`src/rtl/seq_scan_ctrl_pkg.sv`:
```
// Shared types and default sizes for the serial pattern scan controller.
// Holds the FSM state encoding and the default width constants.
package seq_scan_ctrl_pkg;

  localparam int MAX_LEN_D = 8;
  localparam int LEN_W_D   = 4;
  localparam int WIN_W_D   = 10;
  localparam int CNT_W_D   = 8;

  typedef enum logic [1:0] {
    ST_IDLE = 2'd0,
    ST_SCAN = 2'd1,
    ST_DONE = 2'd2
  } state_e;

endpackage

```
`src/rtl/seq_scan_ctrl_match.sv`:
```
// Pattern match core: history shift register, fill count, masked compare.
// Ports: clock/reset, clr_i, accept_i, bit_i, pattern/len/overlap, match_o.
module seq_match_core
  import seq_scan_ctrl_pkg::*;
#(
  parameter int MAX_LEN = MAX_LEN_D,
  parameter int LEN_W   = LEN_W_D
) (
  input  logic               clock,
  input  logic               reset,
  input  logic               clr_i,
  input  logic               accept_i,
  input  logic               bit_i,
  input  logic [MAX_LEN-1:0] pattern_i,
  input  logic [LEN_W-1:0]   len_i,
  input  logic               overlap_i,
  output logic               match_o
);

  // Oldest bit falls out of the shift; only MAX_LEN-1 bits are kept.
  logic [MAX_LEN-2:0] hist_q, hist_d;
  logic [MAX_LEN-1:0] hist_nxt;
  logic [MAX_LEN-1:0] mask;
  logic [LEN_W-1:0]   fill_q, fill_d;
  logic [LEN_W:0]     fill_inc;

  always_comb begin
    mask = '0;
    for (int i = 0; i < MAX_LEN; i++) begin
      mask[i] = (i < int'(len_i));
    end
  end

  assign hist_nxt = {hist_q, bit_i};
  assign fill_inc = {1'b0, fill_q} + 1'b1;

  assign match_o = accept_i
                && (fill_inc >= {1'b0, len_i})
                && (((hist_nxt ^ pattern_i) & mask) == '0);

  always_comb begin
    hist_d = hist_q;
    fill_d = fill_q;
    if (accept_i) begin
      hist_d = hist_nxt[MAX_LEN-2:0];
      if (match_o && !overlap_i) begin
        fill_d = '0;
      end else if (fill_inc >= {1'b0, len_i}) begin
        fill_d = len_i;
      end else begin
        fill_d = fill_inc[LEN_W-1:0];
      end
    end
  end

  always_ff @(posedge clock or posedge reset) begin
    if (reset) begin
      hist_q <= '0;
      fill_q <= '0;
    end else if (clr_i) begin
      hist_q <= '0;
      fill_q <= '0;
    end else begin
      hist_q <= hist_d;
      fill_q <= fill_d;
    end
  end

endmodule

```
`src/rtl/seq_scan_ctrl.sv`:
```
// Scan controller: latches config, sequences a bounded window of bits.
// Ports: cfg_*, start/abort, bit_valid/bit_in/bit_ready, status outputs.
module seq_scan_ctrl
  import seq_scan_ctrl_pkg::*;
#(
  parameter int MAX_LEN = MAX_LEN_D,
  parameter int LEN_W   = LEN_W_D,
  parameter int WIN_W   = WIN_W_D,
  parameter int CNT_W   = CNT_W_D
) (
  input  logic               clock,
  input  logic               reset,
  input  logic [MAX_LEN-1:0] cfg_pattern,
  input  logic [LEN_W-1:0]   cfg_len,
  input  logic               cfg_overlap,
  input  logic [WIN_W-1:0]   cfg_window,
  input  logic               start,
  input  logic               abort,
  input  logic               bit_valid,
  input  logic               bit_in,
  output logic               bit_ready,
  output logic               busy,
  output logic               err_cfg,
  output logic               match_pulse,
  output logic               done,
  output logic [CNT_W-1:0]   match_count,
  output logic [WIN_W-1:0]   first_pos,
  output logic               first_valid
);

  state_e             state_q;
  logic [MAX_LEN-1:0] pat_q;
  logic [LEN_W-1:0]   len_q;
  logic               ovl_q;
  logic [WIN_W-1:0]   win_q;
  logic [WIN_W-1:0]   bit_cnt_q;
  logic [CNT_W-1:0]   cnt_q;
  logic [WIN_W-1:0]   fpos_q;
  logic               fvalid_q;
  logic               busy_q;
  logic               err_q;
  logic               mp_q;
  logic               done_q;

  logic cfg_ok;
  logic launch;
  logic accept;
  logic match;

  assign cfg_ok = (cfg_len != '0)
               && (int'(cfg_len) <= MAX_LEN)
               && (cfg_window != '0);

  assign launch    = (state_q == ST_IDLE) && start && cfg_ok;
  assign bit_ready = (state_q == ST_SCAN) && !abort;
  assign accept    = bit_valid && bit_ready;

  seq_match_core #(
    .MAX_LEN (MAX_LEN),
    .LEN_W   (LEN_W)
  ) u_core (
    .clock     (clock),
    .reset     (reset),
    .clr_i     (launch),
    .accept_i  (accept),
    .bit_i     (bit_in),
    .pattern_i (pat_q),
    .len_i     (len_q),
    .overlap_i (ovl_q),
    .match_o   (match)
  );

  always_ff @(posedge clock or posedge reset) begin
    if (reset) begin
      state_q   <= ST_IDLE;
      pat_q     <= '0;
      len_q     <= '0;
      ovl_q     <= 1'b0;
      win_q     <= '0;
      bit_cnt_q <= '0;
      cnt_q     <= '0;
      fpos_q    <= '0;
      fvalid_q  <= 1'b0;
      busy_q    <= 1'b0;
      err_q     <= 1'b0;
      mp_q      <= 1'b0;
      done_q    <= 1'b0;
    end else begin
      err_q  <= 1'b0;
      mp_q   <= 1'b0;
      done_q <= 1'b0;
      unique case (state_q)
        ST_IDLE: begin
          if (start) begin
            pat_q <= cfg_pattern;
            len_q <= cfg_len;
            ovl_q <= cfg_overlap;
            win_q <= cfg_window;
            if (!cfg_ok) begin
              err_q <= 1'b1;
            end else begin
              bit_cnt_q <= '0;
              cnt_q     <= '0;
              fpos_q    <= '0;
              fvalid_q  <= 1'b0;
              busy_q    <= 1'b1;
              state_q   <= ST_SCAN;
            end
          end
        end
        ST_SCAN: begin
          if (abort) begin
            busy_q  <= 1'b0;
            state_q <= ST_IDLE;
          end else if (accept) begin
            bit_cnt_q <= bit_cnt_q + WIN_W'(1);
            if (match) begin
              mp_q <= 1'b1;
              if (cnt_q != '1) begin
                cnt_q <= cnt_q + CNT_W'(1);
              end
              if (!fvalid_q) begin
                fpos_q   <= bit_cnt_q;
                fvalid_q <= 1'b1;
              end
            end
            // Last bit of the window: done lines up with its match pulse.
            if (bit_cnt_q == win_q - WIN_W'(1)) begin
              done_q  <= 1'b1;
              state_q <= ST_DONE;
            end
          end
        end
        ST_DONE: begin
          busy_q  <= 1'b0;
          state_q <= ST_IDLE;
        end
        default: begin
          busy_q  <= 1'b0;
          state_q <= ST_IDLE;
        end
      endcase
    end
  end

  assign busy        = busy_q;
  assign err_cfg     = err_q;
  assign match_pulse = mp_q;
  assign done        = done_q;
  assign match_count = cnt_q;
  assign first_pos   = fpos_q;
  assign first_valid = fvalid_q;

endmodule

```
`config.mk`:
```
export PLATFORM = sky130hd
export DESIGN_NAME = seq_scan_ctrl
export DESIGN_NICKNAME = d
export VERILOG_FILES = /design/src/rtl/seq_scan_ctrl_pkg.sv /design/src/rtl/seq_scan_ctrl_match.sv /design/src/rtl/seq_scan_ctrl.sv
export SDC_FILE = /design/constraint.sdc
export NUM_CORES = 1
export LEC_CHECK = 0
export CELL_PAD_IN_SITES_DETAIL_PLACEMENT = 1
export CELL_PAD_IN_SITES_GLOBAL_PLACEMENT = 1
export CORE_ASPECT_RATIO = 1.1
export CORE_UTILIZATION = 25
export CTS_CLUSTER_DIAMETER = 60
export DETAILED_ROUTE_END_ITERATION = 6
export PLACE_DENSITY = 0.48
export REMOVE_ABC_BUFFERS = 1
export SLEW_MARGIN = 20
export SYNTH_ARGS = -nofsm -noshare
export SYNTH_HDL_FRONTEND = slang
export SYNTH_SLANG_ARGS = --single-unit
```
`constraint.sdc`:
```
create_clock -name clock -period 2.85 [get_ports clock]
set_input_delay 0.285 -clock clock [delete_from_list [all_inputs] [get_ports clock]]
set_output_delay 0.285 -clock clock [all_outputs]
set_load 0.1 [all_outputs]
```
Word-level counts from Yosys, hierarchy flattened
Cells that the tools add are included.
W data, S select, Z words.

operators by class
  $add $sub $neg = 4
  magnitude comparators = 10
  eq/ne operators = 13
  mux-type cells = 50
  bitwise gates (word level) = 2
  reductions and logical operators = 24

operators with widths
  kind                     count
  $mux W10                 8
  $mux W8                  6
  $pmux W10 S2             2
  $mux W1                  19
  $lt A3 B4 Y1 const A     4
  $mux W4                  4
  $pmux W8 S2              1
  $mux W7                  2
  $reduce_and A7 Y1        2
  $add A10 B1 Y10 const B  1
  $eq A10 B10 Y1           1
  $mux W2                  5
  $ne A2 B2 Y1 const B     5
  $reduce_bool A10 Y1      1
  $sub A10 B1 Y10 const B  1
  $logic_and A1 B1 Y1      9
  $add A8 B1 Y8 const B    1
  $and A8 B8 Y8            1
  $logic_not A8 Y1         1
  $lt A1 B4 Y1 const A     2
  $lt A2 B4 Y1 const A     2
  $ne A8 B8 Y1 const B     1
  $xor A8 B8 Y8            1
  $ne A2 B1 Y1 const B     3
  16 further kinds         20

word-level totals
  register bits after elaboration = 69
  logic and storage cells = 118

Longest topological paths before layout
Gate-level depths: netlist of run 1.

  depth after elaboration = 9
  mapped depth = 9
  depth with buffers taken out = 8

Hierarchy
From an unflattened synthesis of run 1, not the netlist that was laid out.

second synthesis, totals
  cells, all modules = 361
  area total of the unflattened synthesis = 3772.4 um2

by module, submodules not included
  module          times used  cells an instance  area each (um2)  sequential area each (um2)
  seq_scan_ctrl   1           265                2887.8           1451.4
  seq_match_core  1           96                 884.6            275.3

Worst setup path after synthesis of run 1
No wires, ideal clock.

  kind = flip-flop to flip-flop
  start = register state_q[1]
  end = register cnt_q[5] (netlist: match_count[5])
  setup time = 0.078 ns
  arrival = 2.740 ns
  required time = 2.772 ns
  setup slack = 0.033 ns
  stages on the path, launching flop included = 7
  path buffers = 0
  period minus slack after synthesis = 2.817 ns
  path through = dfrtp_1 > nor3b_4 > nand2_1 > or3_1 > nand4bb_4 > or4_1 > a21oi_1

on the way
  cells in the longest elaborated chain, start to end = 7

ends and longest elaborated chain
  item                                    line                       text
  start, declared                         seq_scan_ctrl.sv:31        state_e state_q;
  start signal, assigned                  seq_scan_ctrl.sv:75        state_q <= ST_IDLE;
  start signal, assigned                  seq_scan_ctrl.sv:107       state_q <= ST_SCAN;
  start signal, assigned                  seq_scan_ctrl.sv:114       state_q <= ST_IDLE;
  $eq A2 B1 Y1 (*)                        seq_scan_ctrl.sv:55        assign bit_ready = (state_q == ST_SCAN) && !abort;
  $logic_and A1 B1 Y1 (*)                 seq_scan_ctrl.sv:55
  net bit_ready                           seq_scan_ctrl.sv:21        output logic bit_ready,
  $logic_and A1 B1 Y1 (*)                 seq_scan_ctrl.sv:56        assign accept = bit_valid && bit_ready;
  $logic_and A1 B1 Y1                     seq_scan_ctrl_match.sv:38  && (fill_inc >= {1'b0, len_i})
  $logic_and A1 B1 Y1                     seq_scan_ctrl_match.sv:39  && (((hist_nxt ^ pattern_i) & mask) == '0);
  $ne A2 B1 Y1 (no source line)           --
  $reduce_and A7 Y1 (no source line) (*)  --
  end signal, assigned                    seq_scan_ctrl.sv:120       cnt_q <= cnt_q + CNT_W'(1);
  end, declared                           seq_scan_ctrl.sv:37        logic [CNT_W-1:0] cnt_q;

Mark *: on every way through the listed nets, which the timed path passes. The rest lies on a longest branch.
A chain may end at the register's enable or synchronous reset.

Worst setup path in the final report of run 1
  start = register u_core.fill_q[0]
  end = register cnt_q[5] (netlist: match_count[5])

on the way
  cells in the longest elaborated chain, start to end = 6

ends and longest elaborated chain
  item                                line                       text
  start, declared                     seq_scan_ctrl_match.sv:24  logic [LEN_W-1:0] fill_q, fill_d;
  start signal, assigned              seq_scan_ctrl_match.sv:65  fill_q <= fill_d;
  $add A4 B1 Y5                       seq_scan_ctrl_match.sv:35  assign fill_inc = {1'b0, fill_q} + 1'b1;
  $ge A5 B4 Y1                        seq_scan_ctrl_match.sv:38
  $logic_and A1 B1 Y1                 seq_scan_ctrl_match.sv:38
  $logic_and A1 B1 Y1                 seq_scan_ctrl_match.sv:39
  $ne A2 B1 Y1 (no source line)       --
  $reduce_and A7 Y1 (no source line)  --

Every way passes these cells.

==> reports/metrics.cfg, run 1 <==
[pwr]
peakVddDrop_v=0.000230
powerDensity_mw_per_mm2=657
p_leak_nw=2.00

[cts]
cts.sinks=69
clk_pin_slew_ns=0.05
cts_buffers=9
cts_max_path_buffers=2
cts_root_buf=clkbuf_16
post_cts_buffers=0
htreeDepth=3
insertion_delay_ns=0.33
cts_resized=0
ctsHoldBuffers=0
cts_tree=yes

[critical_path]
worstSetupEndpointType=flop
crit_type=flop to flop
reg2reg_to=match_count[5]$_DFFE_PP0P_
r2r_slack_ns=0.37
reg2reg_depth=8
arrival_ns=2.73
cp.required_ns=3.11
worstReg2RegStart=u_core.fill_q[0]$_DFFE_PP0P_
start_kind=flop
crit_fanout=15

[finish]
fillers=1583
diodes=0
nets=456
drive_gt1_share_pct=17.7
final_cell_area_mm2=0.00457
syn_to_final_growth_pct=28.4

[floorplan]
io_pins=53
die_w_um=116
rows=45
die_y_um=127
core_area_mm2=0.0139
die_area_mm2=0.0147
initial_core_util_pct=25.7

[grt]
grt_max_degree=70
antenna_found_initial=0
grt_pass1_vias=3031
grt_first_pass_wirelength_um=15500
track_usage_pct=13.6
grt-ovfl-total=0

[job]
maxCapViolations=0

[synth]
postSynthAreaPerCell_um2=9.91
ys_seq_elements=69
ys_types=40
synth_top_area_share_pct=48.5
synth_top_cells_by_area=dfrtp_1 (49%), nand2_1 (6.3%), mux2_2 (5.7%), xnor2_1 (4.4%), o21ai_0 (3.5%)
synth_ff_type=dfrtp_1
synth_edf_count=0
yosysTopAreaCell=dfrtp_1
ys_seq_area_share_pct=48.5
ys_warn_count=0
synthCells=359
async_flop_share_pct=100
synth_area_mm2=0.00356

[min_path]
min_path_type=primary input to async pin

[sta]
maxSlewViolCount=0
clock_skew_ns=0.00525
period_needed_ns=2.48
clock.fmax_ghz=0.404
relSlewSlack_pct=69.4
worst_pin_slew_ns=0.457
grt_setup_unrepaired=no
finalSetupTns_ns=0
hold_slack_ns=0.350
period_share_pct=86.9
hold_viol=0
setup_viol=0

[routing]
drt_drc_violations_left=0
route.met3.wl_um=275
drt_iter0_markers=108
ant_nets=0
routed_via_density=4.61
wirelength_um=9020
wl_per_cell_um=14.8
num_vias=2817
wl_met2_um=4260
top_layer=met4
dr.pass1.iters=4
wl_met1_um=4350

[place]
port_buffers=52
post_dp_cell_area_mm2=0.00431
detailed_place_hpwl_um=6700
place.gp.congestion=0.769

[run_status]
status=finished clean

## sequential cells by signal (all words and copies together), names as in the netlist
register,flops
first_pos,10
pat_q,8
busy,1
match_pulse,1
len_q,4
done,1
u_core.fill_q,4
bit_cnt_q,10
match_count,8
u_core.hist_q,7
win_q,10
first_valid,1
ovl_q,1
err_cfg,1
state_q,2
## cell type report
| cell class | count | area (um2) | area share (%) |
|---|---|---|---|
| Sequential cell | 69 | 1730 | 37.8 |
| Clock inverter | 2 | 10.0 | 0.219 |
| Timing Repair Buffer | 65 | 571 | 12.5 |
| Multi-Input combinational cell | 266 | 1740 | 38.2 |
| Clock buffer | 13 | 250 | 5.48 |
| Inverter | 8 | 30.0 | 0.658 |
| Tap cell | 188 | 235 | 5.15 |
## power by group
group / internal [mW] / total (mW) / switching (mW)
Clock: 0.605 / 0.996 / 0.391
Sequential: 1.09 / 1.22 / 0.135
Combinational: 0.361 / 0.782 / 0.421
## layout by cell type (no fill, tap or decap), drive strengths merged, types with 13 or more instances in the layout
master,synthesis,final
dfrtp,69,69
clkdlybuf4s50,0,28
a21oi,13,13
nor2,17,17
mux2,18,18
nand2,60,60
o21ai,26,26
clkbuf,15,13
xnor2,18,18
buf,1,37
## layer usage
| metal | global-route usage, % | vias to the layer above |
|---|---|---|
| met5 | 0 | - |
| met4 | 4.75 | 0 |
| met3 | 2.89 | 11 |
| met2 | 22.4 | 43 |
| met1 | 17.7 | 1384 |
| li1 | - | 1379 |
## synth_stat cells (all sizes together) (5+ instances only)
master   n
mux2    18
and3     5
mux2i   12
xor2    11
or3      5
nor2    17
inv      8
ha       8
nand4    8
clkbuf  15
xnor2   18
nor3b    5
a21oi   13
o21ai   26
dfrtp   69
nor4     5
nand3    8
nand2   60
nor3    10
## through the flow
| stage | instances | utilization, % | power (mW) | worst slack (ns) |
|---|---|---|---|---|
| after floorplan | 343 | - | 1.76 | -0.903 |
| after global placement | 596 | 31.1 | 2.02 | 0.288 |
| after detailed placement | 596 | 31.1 | 2.04 | 0.280 |
| after CTS | 611 | 33.0 | 3.06 | 0.354 |
| after global routing | 611 | 33.0 | 3.21 | 0.182 |
| final | 611 | 33.0 | 3.00 | 0.373 |
## cells by family (layout without fill, tap and decap cells)
family | count (synthesis) | count (layout) | share of synthesized area, %
fa+ha+maj | 8 | 8 | 2.81
xor+xnor | 29 | 29 | 7.14
simple gates | 141 | 141 | 20.1
compound gates | 58 | 58 | 9.78
mux | 30 | 30 | 9.07
buf+inv | 24 | 88 | 2.57
flops | 69 | 69 | 48.5
## how the worst max path moves through the flow
| stage | startpoint | to | slack [ns] | depth (start not counted) |
|---|---|---|---|---|
| CTS | u_core.fill_q[0]$_DFFE_PP0P_ | match_count[5]$_DFFE_PP0P_ | 0.35 | 8 |
| detailed placement | abort | match_count[5]$_DFFE_PP0P_ | 0.28 | 7 |
| global placement | abort | match_count[5]$_DFFE_PP0P_ | 0.29 | 7 |
| finish | u_core.fill_q[0]$_DFFE_PP0P_ | match_count[5]$_DFFE_PP0P_ | 0.37 | 8 |
| global route | u_core.fill_q[0]$_DFFE_PP0P_ | match_count[5]$_DFFE_PP0P_ | 0.18 | 8 |
| floorplan | state_q[1]$_DFFE_PP0P_ | match_count[1]$_DFFE_PP0P_ | -0.90 | 3 |
## critical path, stage by stage (launching register included)
cell and delay, ns:
dfrtp_1 0.42, ha_1 0.24, xor2_1 0.18, ha_1 0.28
o21ai_0 0.07, o21ai_1 0.30, nand4bb_4 0.26, or4_1 0.52
a21oi_1 0.14
Note: power is estimated with default switching activity, not from simulation.
==> run 2, diff against run 1 <==
- CORE_UTILIZATION: 25 -> 41
- PLACE_DENSITY: 0.48 -> 0.74
- clock period: 2.85 -> 2.6 ns (I/O delays scaled with it)
==> reports/metrics.cfg, run 2 (synthesized netlist as in run 1, its figures left out) <==
[critical_path]
worstReg2RegStart=u_core.fill_q[0]$_DFFE_PP0P_
worstSetupEndpointType=flop
reg2reg_depth=8
start_kind=flop
crit_type=flop to flop
crit_path_start=u_core.fill_q[0]$_DFFE_PP0P_
arrival_ns=2.71
slowest_stage=or4_1
path_common_cell=ha_1
cp.required_ns=2.87
worstPathCellList=ha_1 -> xor2_1 -> ha_1 -> o21ai_0 -> o21ai_2 -> nand4bb_4 -> or4_1 -> a21oi_1
reg2reg_to=match_count[5]$_DFFE_PP0P_
r2r_slack_ns=0.16
crit_fanout=15
max_stage_delay_ns=0.51

[finish]
nets=455
syn_to_final_growth_pct=23.4
most-common-layout-cells=dfrtp_1 (69), nand2_1 (60), buf_4 (35), clkdlybuf4s50_1 (28), o21ai_0 (25)
diodes=0
drive_gt1_share_pct=18.4
final_common_cell=dfrtp_1
final_cell_area_mm2=0.00439

[pwr]
p_leak_nw=1.97
powerDensity_mw_per_mm2=688
peakVddDrop_v=0.000447

[cts]
insertion_delay_ns=0.34
cts_max_path_buffers=2
cts_buffers=9
cts_root_buf=clkbuf_8
ctsHoldBuffers=0
htreeDepth=3
cts.sinks=69
clk_pin_slew_ns=0.07
cts_tree=yes

[floorplan]
die_y_um=99.7
die_w_um=90.8
io_pins=53
core_area_mm2=0.00841
rows=35
die_area_mm2=0.00905
initial_core_util_pct=42.3

[routing]
wirelength_um=8280
dr.pass1.iters=4
drt_drc_violations_left=0
num_vias=2833
ant_nets=0
drt_iter0_markers=112
wl_per_cell_um=15.5
routed_via_density=5.31

[min_path]
min_path_type=primary input to async pin

[place]
place.gp.congestion=0.832
detailed_place_hpwl_um=6090
pre_cts_slack_ns=0.0686
post_dp_cell_area_mm2=0.00420
port_buffers=52

[sta]
hold_viol=0
period_needed_ns=2.44
setup_viol=0
clock.fmax_ghz=0.410
timing.final.ws_setup_ns=0.163
maxSlewViolCount=0
period_share_pct=93.7
grt_setup_unrepaired=no
relSlewSlack_pct=75.4
clock_skew_ns=0.00737
worst_pin_slew_ns=0.369

[run_status]
status=finished clean

[grt]
grt_first_pass_wirelength_um=14300
grt-ovfl-total=0
grt_max_degree=70
track_usage_pct=20.1
grt_pass1_vias=2927
antenna_found_initial=0

[job]
maxCapViolations=0

## run 2: cell types whose count changed in the layout (fill, tap and decap cells not counted), sizes merged
cell / previous run / this run
buf: 37 / 36
clkbuf: 13 / 12
clkinv: 2 / 3
clkinvlp: 0 / 1
## run 2: metal layers
layer  share of wire (%)  up-vias  GRT usage [%]
met5                   0        -              0
met4                 1.7        0           7.57
met3                 3.0       10           3.75
met2                  49       52           33.4
met1                  47     1393           26.3
li1                    -     1378              -
## run 2: cell type report
class                   instances  area, um2
clock buffers                  12        155
clock inverters                 4       22.5
fillers                       979       4020
inverters                       8       30.0
multi-input cells             266       1750
flip-flops and latches         69       1730
well taps                     111        139
repair buffers                 64        563
## run 2: worst max-delay path by stage
stage | end | slack (ns)
floorplan | match_count[1]$_DFFE_PP0P_ | -1.15
global placement | match_count[5]$_DFFE_PP0P_ | 0.12
detailed placement | match_count[5]$_DFFE_PP0P_ | 0.07
CTS | match_count[5]$_DFFE_PP0P_ | 0.09
global route | match_count[4]$_DFFE_PP0P_ | 0.002
finish | match_count[5]$_DFFE_PP0P_ | 0.16
## run 2: timing repair
action / 4_1_cts / 5_1_grt
buffers inserted: 0 / 0
endpoints found under the hold margin: 0 / 0
resized for setup: 0 / 2
endpoints found under the setup margin: 0 / 16
## run 2: stage by stage
stage	setup TNS, ns	instances	total power, mW	utilization, %	hold WS, ns
after floorplan	-45.19	343	1.93	-	0.377
final	0	534	3.02	52.2	0.310
after global routing	0	534	3.19	52.2	0.369
after global placement	0	518	2.18	50.0	0.488
after CTS	0	534	3.04	52.1	0.319
after detailed placement	0	518	2.22	50.0	0.500
## run 2: power breakdown
part | switching (mW) | internal (mW)
Combinational | 0.480 | 0.408
Sequential | 0.141 | 1.19
Clock | 0.407 | 0.394
Total | 1.03 | 1.99
## run 2: critical path: cells and delay by family, from the launching register on
kind	cells	cell delay (ns)
AO/OA/AOI/OAI	3	0.47
flip-flops	1	0.43
AND/OR/NAND/NOR	2	0.75
XOR/XNOR	1	0.18
adder cells (fa/ha/maj)	2	0.52
==> run 3, diff against run 2 <==
- CORE_UTILIZATION: 41 -> 42
- PLACE_DENSITY: 0.74 -> 0.76
==> reports/metrics.cfg, run 3 (synthesized netlist as in run 1, its figures left out) <==
[cts]
cts.sinks=69
cts_max_path_buffers=2
cts_buffers=9
ctsHoldBuffers=0
cts_tree=yes
cts_root_buf=clkbuf_8
htreeDepth=3
clk_pin_slew_ns=0.08
insertion_delay_ns=0.35

[sta]
maxSlewViolCount=0
clock.fmax_ghz=0.402
worst_pin_slew_ns=0.462
clock_skew_ns=0.0115
grt_setup_unrepaired=yes
period_needed_ns=2.49
period_share_pct=95.6
hold_viol=0
setup_viol=0
relSlewSlack_pct=69.2
hold_slack_ns=0.327

[critical_path]
arrival_ns=2.76
max_stage_delay_ns=0.53
crit_type=flop to flop
worstPathCellList=ha_1 -> xor2_1 -> ha_1 -> o21ai_0 -> o21ai_2 -> nand4bb_4 -> or4_1 -> a21oi_1
slowest_stage=or4_1
worstSetupEndpointType=flop
cpLargestDelayFamily=simple AND/OR/NAND/NOR gates
worstReg2RegStart=u_core.fill_q[0]$_DFFE_PP0P_
start_kind=flop
cp_num_buf_inv=0
reg2reg_depth=8
cp.required_ns=2.87
r2r_slack_ns=0.11
crit_fanout=15
reg2reg_to=match_count[5]$_DFFE_PP0P_
path_common_cell=ha_1

[min_path]
min_path_type=primary input to async pin

[routing]
wirelength_um=8590
drt_drc_violations_left=0
ant_nets=0
wl_per_cell_um=16.2
dr.pass1.iters=4
num_vias=2821
routed_via_density=5.31
drt_iter0_markers=145

[place]
dp.cells=515
port_buffers=52
post_dp_cell_area_mm2=0.00419
place.gp.congestion=0.869
detailed_place_hpwl_um=6480

[grt]
grt_max_degree=37
grt-ovfl-total=0
antenna_found_initial=0
track_usage_pct=21.8
grt_pass1_vias=3151
grt_first_pass_wirelength_um=15200

[finish]
syn_to_final_growth_pct=24.1
nets=455
seq_area_mm2=0.00173
fillers=899
most-common-layout-cells=dfrtp_1 (69), nand2_1 (60), buf_4 (36), clkdlybuf4s50_1 (28), o21ai_0 (25)
final_cell_count_no_fill=531
final_util_pct=54.9
final_common_cell=dfrtp_1
multiInputGateArea_mm2=0.00175
drive_gt1_share_pct=18.7
diodes=0
final_cell_area_mm2=0.00441

[floorplan]
rows=34
core_area_mm2=0.00804
die_w_um=89.7
die_y_um=98.5
io_pins=53
initial_core_util_pct=44.2
die_area_mm2=0.00884

[pwr]
powerDensity_mw_per_mm2=724
p_leak_nw=1.97
peakVddDrop_v=0.000295

[job]
maxCapViolations=0

[run_status]
status=finished clean

[run 3: cell types whose count changed in the layout (fill, tap and decap cells not counted), sizes merged]
| cell | previous run | this run |
|---|---|---|
| bufinv | 0 | 2 |
| inv | 8 | 9 |
| clkbuf | 12 | 9 |
[run 3: cell type report]
type	instances	share of cell area, %
Clock buffer	9	2.81
Clock inverter	7	2.24
Inverter	8	0.680
Multi-Input combinational cell	266	39.6
Sequential cell	69	39.1
Tap cell	108	3.06
Timing Repair Buffer	64	12.5
[run 3: power breakdown]
part | switching, mW | total, mW | leakage, nW | internal, mW
Combinational | 0.479 | 0.877 | 0.953 | 0.398
Clock | 0.439 | 0.983 | 0.110 | 0.545
Sequential | 0.145 | 1.34 | 0.905 | 1.19
[run 3: worst max path at each step]
stage | startpoint | to | slack [ns] | depth (start not counted)
final | u_core.fill_q[0]$_DFFE_PP0P_ | match_count[5]$_DFFE_PP0P_ | 0.11 | 8
after global routing | u_core.fill_q[0]$_DFFE_PP0P_ | match_count[5]$_DFFE_PP0P_ | -0.07 | 8
after CTS | u_core.fill_q[0]$_DFFE_PP0P_ | match_count[5]$_DFFE_PP0P_ | 0.008 | 8
after detailed placement | u_core.fill_q[0]$_DFFE_PP0P_ | match_count[5]$_DFFE_PP0P_ | 0.04 | 8
after global placement | abort | match_count[5]$_DFFE_PP0P_ | 0.12 | 7
after floorplan | state_q[1]$_DFFE_PP0P_ | match_count[1]$_DFFE_PP0P_ | -1.15 | 3
[run 3: per-stage QoR]
stage | worst slack, ns | power, mW | setup TNS (ns)
after floorplan | -1.15 | 1.93 | -45.19
after global placement | 0.124 | 2.18 | 0
after detailed placement | 0.0424 | 2.22 | 0
after CTS | 0.00813 | 3.23 | 0
after global routing | -0.0697 | 3.39 | -0.271
final | 0.115 | 3.20 | 0
[run 3: routing by layer]
metal  vias to the layer above  GRT usage (%)  wire length [um]
li1                       1376              -                 -
met1                      1386           27.5              3970
met2                        49           36.3              4210
met3                        10           4.55               279
met4                         0           9.21               137
met5                         -              0                 0
[run 3: what timing repair did]
action | in CTS | in global routing
endpoints found under the setup margin | 0 | 18
resized for setup | 0 | 1
endpoints found under the hold margin | 0 | 0
buffers inserted | 0 | 0
[run 3: worst min-delay path, stage by stage]
cell	delay, ns
clkdlybuf4s50_1	0.41
inv_2	0.06
buf_4	0.37
